===== config.mk =====
export PLATFORM = sky130hd
export DESIGN_NAME = delay_line_align_ctrl_flat
export DESIGN_NICKNAME = d
export VERILOG_FILES = /design/src/rtl/delay_line_align_ctrl_pkg.sv /design/src/rtl/delay_line_align_ctrl_if.sv /design/src/rtl/delay_line_align_ctrl_phase_vote.sv /design/src/rtl/delay_line_align_ctrl.sv /design/src/flat_wrapper.sv
export SDC_FILE = /design/constraint.sdc
export NUM_CORES = 1
export LEC_CHECK = 0
export ABC_CLOCK_PERIOD_IN_PS = 2450
export CAP_MARGIN = 25
export CORE_MARGIN = 3
export CORE_UTILIZATION = 58
export CTS_CLUSTER_SIZE = 28
export DETAILED_ROUTE_END_ITERATION = 8
export PLACE_DENSITY = 0.85
export SLEW_MARGIN = 40
export SYNTH_ARGS = -nofsm -noshare
export SYNTH_HDL_FRONTEND = slang
export SYNTH_SLANG_ARGS = --single-unit

===== constraint.sdc =====
create_clock -name i_sclk -period 2.45 [get_ports i_sclk]
set_input_delay 0.3675 -clock i_sclk [delete_from_list [all_inputs] [get_ports i_sclk]]
set_output_delay 0.3675 -clock i_sclk [all_outputs]
set_load 0.01 [all_outputs]

===== src/rtl/delay_line_align_ctrl_pkg.sv =====
// Shared types, default sizing and the vote helper for the delay-line alignment controllers.
package delay_line_align_pkg;

  localparam int unsigned TAP_W_DEF         = 32'd8;
  localparam int unsigned MAX_TAPS_DEF      = 32'd128;
  localparam int unsigned SETTLE_CYCLES_DEF = 32'd8;
  localparam int unsigned VOTE_SAMPLES_DEF  = 32'd4;
  localparam int unsigned SWEEP_STEP_CYCLES = 32'd2 + SETTLE_CYCLES_DEF + VOTE_SAMPLES_DEF;

  typedef enum logic [3:0] {
    ST_IDLE      = 4'd0,
    ST_LOAD      = 4'd1,
    ST_SETTLE    = 4'd2,
    ST_SAMPLE    = 4'd3,
    ST_EVAL      = 4'd4,
    ST_STEP      = 4'd5,
    ST_DONE      = 4'd6,
    ST_FAIL_LOAD = 4'd7,
    ST_FAIL      = 4'd8
  } align_state_e;

  // Strict majority: a tie votes 0.
  function automatic logic majority(input int unsigned ones, input int unsigned n);
    return ((ones * 32'd2) > n);
  endfunction

endpackage


===== src/rtl/delay_line_align_ctrl_if.sv =====
// Control/status bundle between the alignment controller and the delay stage.
interface delay_line_align_if
  import delay_line_align_pkg::*;
#(
  parameter int unsigned TAP_W = TAP_W_DEF
);
  logic             align_start;
  logic             phase_in;
  logic             delay_line_out_of_range;
  logic             delay_line_load;
  logic             delay_line_move;
  logic             delay_line_dir;
  logic             busy;
  logic             align_done;
  logic             align_fail;
  logic [TAP_W-1:0] edge_tap;

  modport master (
    input  align_start, phase_in, delay_line_out_of_range,
    output delay_line_load, delay_line_move, delay_line_dir,
           busy, align_done, align_fail, edge_tap
  );

  modport slave (
    output align_start, phase_in, delay_line_out_of_range,
    input  delay_line_load, delay_line_move, delay_line_dir,
           busy, align_done, align_fail, edge_tap
  );
endinterface


===== src/rtl/delay_line_align_ctrl_phase_vote.sv =====
// Accumulates VOTE_SAMPLES consecutive phase bits after a start pulse and
// presents the majority vote with a one-cycle done pulse.
module phase_vote_accum
  import delay_line_align_pkg::*;
#(
  parameter  int unsigned VOTE_SAMPLES = VOTE_SAMPLES_DEF,
  localparam int unsigned CNT_W        = $clog2(VOTE_SAMPLES + 32'd1)
) (
  input  logic             i_clk,
  input  logic             i_rst,
  input  logic             i_start,
  input  logic             i_phase,
  output logic [CNT_W-1:0] o_sample_cnt,
  output logic [CNT_W-1:0] o_ones_cnt,
  output logic             o_done,
  output logic             o_vote
);

  logic             r_armed;
  logic [CNT_W-1:0] r_sample_cnt;
  logic [CNT_W-1:0] r_ones_cnt;
  logic             r_done;
  logic             r_vote;
  logic [CNT_W-1:0] w_ones_next;
  logic             w_last;

  assign w_ones_next = r_ones_cnt + CNT_W'(i_phase);
  assign w_last      = (r_sample_cnt == CNT_W'(VOTE_SAMPLES - 32'd1));

  // Sample counter holds at N-1 after the window so the caller can see the last sample.
  always_ff @(posedge i_clk or posedge i_rst) begin
    if (i_rst) begin
      r_armed      <= 1'b0;
      r_sample_cnt <= '0;
      r_ones_cnt   <= '0;
      r_done       <= 1'b0;
      r_vote       <= 1'b0;
    end else if (i_start) begin
      r_armed      <= 1'b1;
      r_sample_cnt <= '0;
      r_ones_cnt   <= '0;
      r_done       <= 1'b0;
      r_vote       <= 1'b0;
    end else if (r_armed) begin
      r_ones_cnt <= w_ones_next;
      if (w_last) begin
        r_armed <= 1'b0;
        r_done  <= 1'b1;
        r_vote  <= majority(32'(w_ones_next), VOTE_SAMPLES);
      end else begin
        r_sample_cnt <= r_sample_cnt + CNT_W'(1);
        r_done       <= 1'b0;
      end
    end else begin
      r_done <= 1'b0;
    end
  end

  assign o_sample_cnt = r_sample_cnt;
  assign o_ones_cnt   = r_ones_cnt;
  assign o_done       = r_done;
  assign o_vote       = r_vote;

endmodule


===== src/rtl/delay_line_align_ctrl.sv =====
// Sweeps the delay line upward one tap at a time and stops at the first 0->1
// transition of the majority-voted phase detector, reporting DONE or FAIL.
module delay_line_align_ctrl
  import delay_line_align_pkg::*;
#(
  parameter int unsigned TAP_W         = TAP_W_DEF,
  parameter int unsigned MAX_TAPS      = MAX_TAPS_DEF,
  parameter int unsigned SETTLE_CYCLES = SETTLE_CYCLES_DEF,
  parameter int unsigned VOTE_SAMPLES  = VOTE_SAMPLES_DEF
) (
  input logic               i_sclk,
  input logic               i_reset,
  delay_line_align_if.master bus
);

  localparam int unsigned SET_W  = $clog2(SETTLE_CYCLES + 32'd1);
  localparam int unsigned VOTE_W = $clog2(VOTE_SAMPLES + 32'd1);

  align_state_e      r_state;
  align_state_e      w_next_state;
  logic [SET_W-1:0]  r_settle_cnt;
  logic [TAP_W-1:0]  r_tap_cnt;
  logic              r_prev_valid;
  logic              r_prev_vote;
  logic              r_oor_seen;
  logic              r_load;
  logic              r_move;
  logic              r_dir;
  logic              r_busy;
  logic              r_done;
  logic              r_fail;

  logic              w_settle_last;
  logic              w_sample_last;
  logic              w_tap_last;
  logic              w_acc_start;
  logic [VOTE_W-1:0] w_sample_cnt;
  logic [VOTE_W-1:0] w_unused_ones_cnt;
  logic              w_acc_done;
  logic              w_acc_vote;

  assign w_settle_last = (r_settle_cnt == SET_W'(SETTLE_CYCLES - 32'd1));
  assign w_sample_last = (w_sample_cnt == VOTE_W'(VOTE_SAMPLES - 32'd1));
  assign w_tap_last    = (r_tap_cnt == TAP_W'(MAX_TAPS - 32'd1));
  assign w_acc_start   = (r_state == ST_SETTLE) && w_settle_last;

  phase_vote_accum #(
    .VOTE_SAMPLES (VOTE_SAMPLES)
  ) u_vote (
    .i_clk        (i_sclk),
    .i_rst        (i_reset),
    .i_start      (w_acc_start),
    .i_phase      (bus.phase_in),
    .o_sample_cnt (w_sample_cnt),
    .o_ones_cnt   (w_unused_ones_cnt),
    .o_done       (w_acc_done),
    .o_vote       (w_acc_vote)
  );

  // Next-state decode; EVAL priority is edge found, then out-of-range/limit, then step.
  always_comb begin
    w_next_state = r_state;
    case (r_state)
      ST_IDLE, ST_DONE, ST_FAIL: begin
        if (bus.align_start) w_next_state = ST_LOAD;
        else                 w_next_state = r_state;
      end
      ST_LOAD:   w_next_state = ST_SETTLE;
      ST_SETTLE: begin
        if (w_settle_last) w_next_state = ST_SAMPLE;
        else               w_next_state = ST_SETTLE;
      end
      ST_SAMPLE: begin
        if (w_sample_last) w_next_state = ST_EVAL;
        else               w_next_state = ST_SAMPLE;
      end
      ST_EVAL: begin
        if (!w_acc_done)                                    w_next_state = ST_EVAL;
        else if (r_prev_valid && !r_prev_vote && w_acc_vote) w_next_state = ST_DONE;
        else if (r_oor_seen || w_tap_last)                  w_next_state = ST_FAIL_LOAD;
        else                                                w_next_state = ST_STEP;
      end
      ST_STEP:      w_next_state = ST_SETTLE;
      ST_FAIL_LOAD: w_next_state = ST_FAIL;
      default:      w_next_state = ST_IDLE;
    endcase
  end

  // State register and outputs registered from the next state.
  always_ff @(posedge i_sclk or posedge i_reset) begin
    if (i_reset) begin
      r_state <= ST_IDLE;
      r_load  <= 1'b0;
      r_move  <= 1'b0;
      r_dir   <= 1'b0;
      r_busy  <= 1'b0;
      r_done  <= 1'b0;
      r_fail  <= 1'b0;
    end else begin
      r_state <= w_next_state;
      r_load  <= (w_next_state == ST_LOAD) || (w_next_state == ST_FAIL_LOAD);
      r_move  <= (w_next_state == ST_STEP);
      r_dir   <= (w_next_state == ST_STEP);
      r_busy  <= !((w_next_state == ST_IDLE) || (w_next_state == ST_DONE) ||
                   (w_next_state == ST_FAIL));
      r_done  <= (w_next_state == ST_DONE);
      r_fail  <= (w_next_state == ST_FAIL);
    end
  end

  // Sweep bookkeeping: settle timer, tap count, previous vote and sticky out-of-range.
  always_ff @(posedge i_sclk or posedge i_reset) begin
    if (i_reset) begin
      r_settle_cnt <= '0;
      r_tap_cnt    <= '0;
      r_prev_valid <= 1'b0;
      r_prev_vote  <= 1'b0;
      r_oor_seen   <= 1'b0;
    end else begin
      if ((r_state == ST_SETTLE) && !w_settle_last) r_settle_cnt <= r_settle_cnt + SET_W'(1);
      else                                          r_settle_cnt <= '0;
      if (w_next_state == ST_LOAD) begin
        r_tap_cnt    <= '0;
        r_prev_valid <= 1'b0;
        r_prev_vote  <= 1'b0;
        r_oor_seen   <= 1'b0;
      end else begin
        if (r_state == ST_STEP) r_tap_cnt <= r_tap_cnt + TAP_W'(1);
        if (((r_state == ST_SETTLE) || (r_state == ST_SAMPLE)) && bus.delay_line_out_of_range)
          r_oor_seen <= 1'b1;
        if ((r_state == ST_EVAL) && w_acc_done) begin
          r_prev_vote  <= w_acc_vote;
          r_prev_valid <= 1'b1;
        end
      end
    end
  end

  assign bus.delay_line_load = r_load;
  assign bus.delay_line_move = r_move;
  assign bus.delay_line_dir  = r_dir;
  assign bus.busy            = r_busy;
  assign bus.align_done      = r_done;
  assign bus.align_fail      = r_fail;
  assign bus.edge_tap        = r_tap_cnt;

endmodule


===== src/flat_wrapper.sv =====
// flat-port wrapper written by rule: the top's interface ports become plain ports
module delay_line_align_ctrl_flat import delay_line_align_pkg::*;
#(
  parameter int unsigned TAP_W         = TAP_W_DEF,
  parameter int unsigned MAX_TAPS      = MAX_TAPS_DEF,
  parameter int unsigned SETTLE_CYCLES = SETTLE_CYCLES_DEF,
  parameter int unsigned VOTE_SAMPLES  = VOTE_SAMPLES_DEF
)
  (i_sclk, i_reset, bus_align_start, bus_phase_in, bus_delay_line_out_of_range, bus_delay_line_load, bus_delay_line_move, bus_delay_line_dir, bus_busy, bus_align_done, bus_align_fail, bus_edge_tap);
  delay_line_align_if #(.TAP_W(TAP_W)) bus_i ();
  input logic i_sclk;
  input logic i_reset;
  input wire logic [$bits(bus_i.align_start)-1:0] bus_align_start;
  input wire logic [$bits(bus_i.phase_in)-1:0] bus_phase_in;
  input wire logic [$bits(bus_i.delay_line_out_of_range)-1:0] bus_delay_line_out_of_range;
  output wire logic [$bits(bus_i.delay_line_load)-1:0] bus_delay_line_load;
  output wire logic [$bits(bus_i.delay_line_move)-1:0] bus_delay_line_move;
  output wire logic [$bits(bus_i.delay_line_dir)-1:0] bus_delay_line_dir;
  output wire logic [$bits(bus_i.busy)-1:0] bus_busy;
  output wire logic [$bits(bus_i.align_done)-1:0] bus_align_done;
  output wire logic [$bits(bus_i.align_fail)-1:0] bus_align_fail;
  output wire logic [$bits(bus_i.edge_tap)-1:0] bus_edge_tap;
  assign bus_i.align_start = bus_align_start;
  assign bus_i.phase_in = bus_phase_in;
  assign bus_i.delay_line_out_of_range = bus_delay_line_out_of_range;
  assign bus_delay_line_load = bus_i.delay_line_load;
  assign bus_delay_line_move = bus_i.delay_line_move;
  assign bus_delay_line_dir = bus_i.delay_line_dir;
  assign bus_busy = bus_i.busy;
  assign bus_align_done = bus_i.align_done;
  assign bus_align_fail = bus_i.align_fail;
  assign bus_edge_tap = bus_i.edge_tap;
  delay_line_align_ctrl #(.TAP_W(TAP_W), .MAX_TAPS(MAX_TAPS), .SETTLE_CYCLES(SETTLE_CYCLES), .VOTE_SAMPLES(VOTE_SAMPLES)) u_core (.i_sclk(i_sclk), .i_reset(i_reset), .bus(bus_i));
endmodule

-- Yosys cells after proc, flatten, opt, wreduce, memory -nomap -nowiden
Cells that the tools add are included.
- bits in writable memories: 0
- bits in latches: 0
- bits in registers: 33
- output and inout port bits: 14
- bits of input ports: 5
- memory bits (read-only): 0
- memories: 0
- logic and storage cells: 93
- reduce and logical (&&, ||, !) cells: 25
- bitwise gates (word level): 0
- mux-type cells: 30
- shift-type cells: 0
- add/subtract/negate cells: 4
- $lt $le $gt $ge: 1
- eq/ne operators: 17
- multipliers: 0
- div/mod/pow operators: 0
- operators by type and width (kind ; number):
    $eq A4 B3 Y1 const B ; 8
    $pmux W4 S6 ; 1
    $mux W3 ; 6
    $mux W1 ; 16
    $mux W4 ; 4
    $mux W8 ; 2
    $reduce_bool A2 Y1 ; 5
    $add A8 B1 Y8 const B ; 1
    $eq A4 B1 Y1 const B ; 2
    $eq A4 B2 Y1 const B ; 2
    $eq A4 B4 Y1 const B ; 2
    $eq A8 B7 Y1 const B ; 1
    $logic_not A4 Y1 ; 2
    $logic_and A1 B1 Y1 ; 6
    $logic_or A1 B1 Y1 ; 5
    $add A4 B1 Y4 const B ; 1
    $gt A4 B3 Y1 const B ; 1
    $reduce_and A2 Y1 ; 2
    $add A3 B1 Y3 ; 1
    $add A3 B1 Y3 const B ; 1
    $eq A3 B2 Y1 const B ; 1
    $logic_not A1 Y1 ; 3
    $reduce_or A3 Y1 ; 1
    $mux W2 ; 1
    2 further kinds ; 2

-- Longest topological paths before layout
Gate-level depths: netlist of run 1.
- depth after elaboration: 10
- mapped depth: 7
- gate-level depth less buffers: 7

-- Cells and area by module
A second synthesis of run 1 with hierarchy kept.
- cell total of the unflattened synthesis: 152
- area total of the unflattened synthesis: 1595.3 µm²
- modules (own cells, without submodules) (module ; area each (µm²) ; seq. area each (µm²) ; cells an instance ; instances):
    delay_line_align_ctrl ; 1158.6 ; 600.6 ; 114 ; 1
    phase_vote_accum ; 436.7 ; 225.2 ; 38 ; 1

-- Worst setup path after synthesis of run 1
OpenSTA, ideal clock, no wires.
- kind: register to register
- start point: reg u_core.u_vote.r_sample_cnt[0] (netlist: u_core.u_vote.o_sample_cnt[0])
- end point: reg u_core.r_done (netlist: u_core.bus.align_done)
- required time: 2362 ps
- clock period less this slack: 1618 ps
- path buffers: 0
- cell stages (with the launch flop): 8
- slack: 832 ps
- setup time: 88 ps
- data arrival time: 1530 ps
- path through: dfrtp_1 -> ha_1 -> ha_1 -> o21ai_1 -> nor2_1 -> o32ai_2 -> inv_1 -> nor3b_1
- cells in the longest elaborated chain, start to end: 4
- ends and longest elaborated chain (item ; line ; source):
    start, declared ; delay_line_align_ctrl_phase_vote.sv:20 ; logic [CNT_W-1:0] r_sample_cnt;
    start signal, assigned ; delay_line_align_ctrl_phase_vote.sv:51 ; r_sample_cnt <= r_sample_cnt + CNT_W'(1);
    $eq A3 B2 Y1 ; delay_line_align_ctrl.sv:43 ; assign w_sample_last = (w_sample_cnt == VOTE_W'(VOTE_SAMPLES - 32'd1));
    $mux W3 ; delay_line_align_ctrl.sv:74 ; if (w_sample_last) w_next_state = ST_EVAL;
    $pmux W4 S6 ; delay_line_align_ctrl.sv:63 ; case (r_state)
    named net u_core.w_next_state[1] ; delay_line_align_ctrl.sv:20 ; align_state_e w_next_state;
    $eq A4 B3 Y1 ; delay_line_align_ctrl.sv:106 ; r_done <= (w_next_state == ST_DONE);
    end signal, assigned ; delay_line_align_ctrl.sv:106 ;
    end, declared ; delay_line_align_ctrl.sv:30 ; logic r_done;
The timed path passes the listed nets, and every way through them passes these cells.
A chain may end at the register's enable or synchronous reset.

-- Worst setup path in the final report of run 1
Ends and elaborated chain as after synthesis.

==> run metrics, run 1 <==
Reg clk slew, reported paths=approximately 90 ps; crit path max-delay cell type=dfrtp_1; final worst hold slack=about 400 ps; Synth top area share=52.1%; CTS buffer count=5; die area=roughly 3400 µm²; initial drt markers=26; unrepaired setup endpoints after global routing=false; Die X=slightly below 60 µm; Post-synth top cells=33 x dfrtp_1, 24 x nor2_1, 9 x nand2_1, 8 x xor2_1, 7 x a21oi_1; vias in the first global route=between 1,000 and 1,500; cell row count=18; Initial Util=between 60 and 70%; status=completed; clock skew=between 8 and 9 ps; total gr overflow=0; GR Util All Layers=roughly a fifth; critical path capture point type=register; fin util=approximately 72%; CTS Sinks=33; slack of the worst reg-to-reg path=between 500 and 600 ps; Core Box Area=approximately 2500 µm²; I/O pin cnt=19; Mapped Nets=about 160; Cell Area, Synth=1580 µm²; drc violations=0; vias after detailed routing=around 1,100; Seq/Total Area, Yosys=a little over half; Chip Height=approximately 58 µm; cell count of the worst reg-to-reg path=7; CTS tree=done; Port-buffer cells=18; Syn-to-layout area delta=15.9%; slowest stage delay, CP=roughly 400 ps; WL final=approximately 2800 µm; Fmax=539 MHz; count of final setup violators=0; Worst VDD drop=0.000678 V; Setup TNS=0 ps; Post-synth top flop=dfrtp_1; worst path cell trace=ha_1 > ha_1 > o21ai_1 > nor2_1 > o32ai_2 > inv_1 > nor3b_1; Slew HR=between 70% and 80%; endpoints failing hold=0; hold buffers post-CTS=0; period utilization=75.7%; Synth area leader=dfrtp_1; drt pass-1 iters=4; antenna violations before repair=0; max-cap violation count=0; first-pass GRT wire length=a little under 5000 µm; top post-synthesis cells by area=dfrtp_1 52%, nor2_1 5.7%, ha_1 4.7%; CP delay by family, top=compound AO/OA/AOI/OAI gates; post-route minimum period=between 1500 and 2000 ps; clock latency on the worst-skew pair=340 ps; Clock Root Buffer=clkbuf_4; most used cell, CP=ha_1; slew at the pin closest to its max-slew limit=~440 ps; # diodes=0; detail-routed net length per standard cell=approximately 14 µm; # fillers=approximately 190; CP Buf/Inv Count=1; HP Class=in -> async; Detail Route Antenna Nets=0; Cells after Synth=approximately 150; Synth warnings=0; Vias/cell=about 5.6; Final nets=about 180; Worst Path Max Fanout=7; fin. max-slew vios=0; Worst path depth=7; fraction of layout cells with a size suffix above 1=8.28%; most common cell in the netlist=dfrtp_1; CTS max path bufs=2; DPL Wire Length=1960 µm; crit path launch=u_core.u_vote.o_sample_cnt[0]; Static Leak=between 0.0008 and 0.0009 µW; async set-reset flop share out of synthesis=100%; r2r startpoint=u_core.u_vote.o_sample_cnt[0]; PwrDens=between 900 and 1000 nW/µm²; RePlAce Congestion=0.762; element type at the critical path start=register; worst path required time=approximately 2700 ps; WP data arrival=~2100 ps; EDFF count, synth=0; post-CTS sizing=0; critical path class=reg -> reg; post-CTS setup buffers=0; Setup crit end=u_core.bus.align_done; H-Tree Level Count=2; Yosys cell types=39; largest net degree at the start of global routing=34; Syn Area/Cell=about 11 µm²; Seq cells post-synth=33; RR Endpoint=u_core.bus.align_done
==> layout by cell type, fill, tap and decap left out, drive strengths merged, types with 4 or more instances in the layout <==
cell / instances
o21ai: 5
a21oi: 7
xnor2: 4
clkbuf: 8
mux2i: 5
xor2: 8
nand2: 9
inv: 6
ha: 6
nor2: 24
clkdlybuf4s50: 18
dfrtp: 33
==> power breakdown <==
part / internal (µW) / leakage, µW / switching [µW]
clock network: 114 / 0.0000265 / 171
logic: 313 / 0.000399 / 295
registers: 706 / 0.000426 / 174
total: 1130 / 0.000851 / 640
==> registers in the layout (all words and copies together), names as in the netlist <==
| signal | count |
|---|---|
| u_core.bus.busy | 1 |
| u_core.u_vote.o_ones_cnt | 3 |
| u_core.u_vote.r_armed | 1 |
| u_core.bus.delay_line_move | 1 |
| u_core.bus.align_done | 1 |
| u_core.u_vote.o_vote | 1 |
| u_core.r_state | 4 |
| u_core.u_vote.o_sample_cnt | 3 |
| u_core.bus.align_fail | 1 |
| u_core.bus.edge_tap | 8 |
| u_core.r_settle_cnt | 4 |
| u_core.r_prev_valid | 1 |
| u_core.u_vote.o_done | 1 |
| u_core.r_oor_seen | 1 |
| u_core.bus.delay_line_load | 1 |
| u_core.r_prev_vote | 1 |
==> metrics by stage <==
step | instances | worst slack [ps] | power [µW] | instance area (µm²)
3_5_place_dp | 191 | 629 | 1500 | 1790
5_1_grt | 199 | 449 | 1910 | 1840
4_1_cts | 199 | 589 | 1790 | 1840
2_1_floorplan | 147 | 832 | 1300 | 1580
6_report | 199 | 596 | 1770 | 1840
3_3_place_gp | 191 | 697 | 1450 | 1790
==> area by class of cell <==
class / count / area (µm²) / area share (%)
inverter: 6 / 22.5 / 1.23
tap: 30 / 37.5 / 2.04
clock buffer: 8 / 48.8 / 2.66
multi-input combinational: 101 / 698 / 38.0
sequential: 33 / 826 / 45.0
timing repair buffer: 21 / 203 / 11.0
==> metal layers <==
| metal | wire (µm) | part of all wire, % | vias to the layer above | global-route usage, % |
|---|---|---|---|---|
| met5 | 0 | 0 | - | 0 |
| met4 | 55 | 2.0 | 0 | 10.6 |
| met3 | 128 | 4.6 | 5 | 7.35 |
| met2 | 1380 | 49 | 19 | 30.6 |
| met1 | 1240 | 44 | 542 | 22.5 |
| li1 | - | - | 544 | - |
==> worst register-to-register path, stage by stage, from the launching register on <==
cell and delay, ps:
dfrtp_1 410, ha_1 200, ha_1 260, o21ai_1 150
nor2_1 60, o32ai_2 330, inv_1 110, nor3b_1 240
==> worst min-delay path by stage <==
stage                                start                endpoint  depth (start not counted)
CTS                                i_reset   u_core.u_vote.r_armed                          3
floorplan           u_core.r_settle_cnt[0]  u_core.r_settle_cnt[0]                          1
global route                       i_reset   u_core.u_vote.r_armed                          3
global placement    u_core.r_settle_cnt[0]  u_core.r_settle_cnt[0]                          1
finish                             i_reset   u_core.u_vote.r_armed                          3
detailed placement  u_core.r_settle_cnt[0]  u_core.r_settle_cnt[0]                          1
==> cells by family (layout without fill, tap and decap cells) <==
kind of cell | count (synthesis) | count (layout) | synth area share, %
adders and majority gates | 6 | 6 | 4.74
and+or+nand+nor | 59 | 59 | 21.3
buffers and inverters | 13 | 35 | 3.79
muxes | 5 | 5 | 3.16
xor gates and xnor gates | 12 | 12 | 6.64
DFF | 33 | 33 | 52.1
AOI/OAI and AO/OA | 19 | 19 | 8.22
No activity file was read; power rests on OpenSTA's default activity.
==> inputs of run 2 (changes only) <==
--- a/config.mk
+++ b/config.mk
@@ -5,13 +5,13 @@
 export SDC_FILE = /design/constraint.sdc
 export NUM_CORES = 1
 export LEC_CHECK = 0
-export ABC_CLOCK_PERIOD_IN_PS = 2450
+export ABC_CLOCK_PERIOD_IN_PS = 1490
 export CAP_MARGIN = 25
 export CORE_MARGIN = 3
-export CORE_UTILIZATION = 58
+export CORE_UTILIZATION = 49
 export CTS_CLUSTER_SIZE = 28
 export DETAILED_ROUTE_END_ITERATION = 8
-export PLACE_DENSITY = 0.85
+export PLACE_DENSITY = 0.77
 export SLEW_MARGIN = 40
 export SYNTH_ARGS = -nofsm -noshare
 export SYNTH_HDL_FRONTEND = slang
==> constraint.sdc (replaced) <==
create_clock -name i_sclk -period 1.49 [get_ports i_sclk]
set_input_delay 0.2235 -clock i_sclk [delete_from_list [all_inputs] [get_ports i_sclk]]
set_output_delay 0.2235 -clock i_sclk [all_outputs]
set_load 0.01 [all_outputs]
==> run 2 against run 1 <==
The flow now finishes with violations (negative setup slack). Critical endpoint is now u_core.bus.busy. Combinational power grew to 2.6 times the previous value. Fmax is 14% higher. Global-route usage is 0.80 points lower. Largest power group is now combinational logic. Die area is 16% higher. Via count is 17% higher. Critical path type unchanged. Final cell count is 23% higher. Non-clock buffer count is 32 higher.
==> run metrics, run 2 (same netlist as run 1, synthesis figures left out) <==
Clock Root Buffer=clkbuf_4; clock skew=5.07 ps (-3.23 ps); cell count of the worst reg-to-reg path=6 (-1); # fillers=207 (+12%); Detail Route Antenna Nets=0 (unchanged); fin. max-slew vios=0 (unchanged); CTS max path bufs=2 (unchanged); Reg clk slew, reported paths=100 ps (about the same); initial drt markers=84 (+220%); Initial Util=51.5% (-11 points); element type at the critical path start=register; antenna violations before repair=0 (unchanged); detail-routed net length per standard cell=15.2 µm (+7.8%); cell row count=20 (+2); non-filler instance count after layout=245 (+23%); first-pass GRT wire length=5650 µm (+17%); Syn-to-layout area delta=44.6%; failing checks=negative setup slack; Vias/cell=5.30 (-5.0%); worst path required time=1720 ps (-970 ps); critical path class=reg -> reg; Final WS setup=-143 ps (-739 ps); GR Util All Layers=18.6% (-0.80 points); most frequent cells in the layout=30 x dfrtp_1, 28 x buf_4, 21 x nor2_1; HP Class=in -> async; Worst VDD drop=0.000992 V (+46%); Worst Path Max Fanout=3 (-4); WL final=3730 µm (+33%); Core Box Area=3080 µm² (+21%); I/O pin cnt=19 (unchanged); fraction of layout cells with a size suffix above 1=35.8% (+28 points); status=finished with violations; vias after detailed routing=1,298 (+17%); Fmax=612 MHz (+14%); CTS Sinks=33 (unchanged); largest net degree at the start of global routing=34 (unchanged); post-route minimum period=1630 ps (-221 ps); period utilization=110% (+34 points); clock latency on the worst-skew pair=340 ps (about the same); endpoints failing hold=0 (unchanged); Chip Height=62.9 µm (+7.9%); # diodes=0 (unchanged); Static Leak=0.00116 µW (+36%); max FFs per register=8 (unchanged); count of final setup violators=20 (+20); WP data arrival=1860 ps (-230 ps); DPL Wire Length=2220 µm (+13%); Port-buffer cells=18 (unchanged); drc violations=0 (unchanged); unrepaired setup endpoints after global routing=true; PwrDens=1610 nW/µm² (+67%); Die X=62.9 µm (+7.9%); CTS buffer count=5 (unchanged); vias in the first global route=1,239 (+13%); drt pass-1 iters=4 (unchanged); Slew HR=73.4% (+2.7 points); CTS tree=done; commonest non-fill, non-tap cell in the layout=dfrtp_1; slew at the pin closest to its max-slew limit=399 ps (-39.7 ps); Pwr Total=3690 µW (+110%); Placed Cells=226 (+18%); RePlAce Congestion=0.902 (+18%); max-cap violation count=0 (unchanged); Final nets=211 (+18%); H-Tree Level Count=2 (unchanged); total gr overflow=0 (unchanged); critical path capture point type=register; die area=3950 µm² (+16%)
## run 2: per-layer routing
layer / GRT usage (%) / routed length [µm]
met5: 0 / 0
met2: 28.6 / 1830
met1: 24.0 / 1590
met4: 10.2 / 157
met3: 4.32 / 148
## run 2: where the power goes
| group | switching [µW] | internal (µW) | leakage, µW | total [µW] |
|---|---|---|---|---|
| Combinational | 767 | 825 | 0.000691 | 1590 |
| Clock | 303 | 400 | 0.0000455 | 703 |
| Sequential | 226 | 1170 | 0.000421 | 1390 |
## run 2: cell type report
cell class / instances / area, µm² / share of cell area (%)
tap: 44 / 55.1 / 2.40
clock buffer: 7 / 55.1 / 2.40
clock inverter: 1 / 30.0 / 1.31
timing repair buffer: 53 / 464 / 20.3
multi-input combinational: 101 / 835 / 36.4
inverter: 6 / 22.5 / 0.983
sequential: 33 / 830 / 36.2
## run 2: critical path, cell delays in order (launching register included)
cell and delay, ps:
dfrtp_2 430, ha_2 200, nor2b_1 140, a311oi_2 340, o32ai_4 180, xnor2_1 170
nand2b_1 70
## run 2: worst paths after layout
| path | from | end | slack, ps |
|---|---|---|---|
| worst min-delay path | i_reset | u_core.r_settle_cnt[2] | 250 |
| max in group asynchronous | i_reset | u_core.r_state[0] | 920 |
| worst max-delay path | u_core.bus.edge_tap[0] | u_core.bus.busy | -140 |
| min in group i_sclk | u_core.r_prev_valid | u_core.r_prev_valid | 520 |
| worst min register to register | u_core.r_prev_valid | u_core.r_prev_valid | 520 |
| worst max register to register | u_core.bus.edge_tap[0] | u_core.bus.busy | -140 |
## run 2: through the flow
| step | hold slack (ps) | setup TNS [ps] | area, µm² | utilization [%] | setup slack [ps] |
|---|---|---|---|---|---|
| after floorplan | 352 | -253 | 1620 | - | -75.0 |
| after detailed placement | 495 | -1810 | 1980 | 64.3 | -162 |
| after global placement | 445 | -1730 | 1980 | 64.3 | -135 |
| after global routing | 291 | -2970 | 2290 | 74.4 | -213 |
| final | 252 | -1480 | 2290 | 74.4 | -143 |
| after CTS | 266 | -545 | 2120 | 68.8 | -104 |
## run 2: timing repair
item	CTS	global route
setup buffers	3	6
pin swaps	6	13
hold buffers	0	0
hold endpoints to repair	0	0
cloned	0	2
gates resized for setup	17	29
endpoints found under the setup margin	27	29
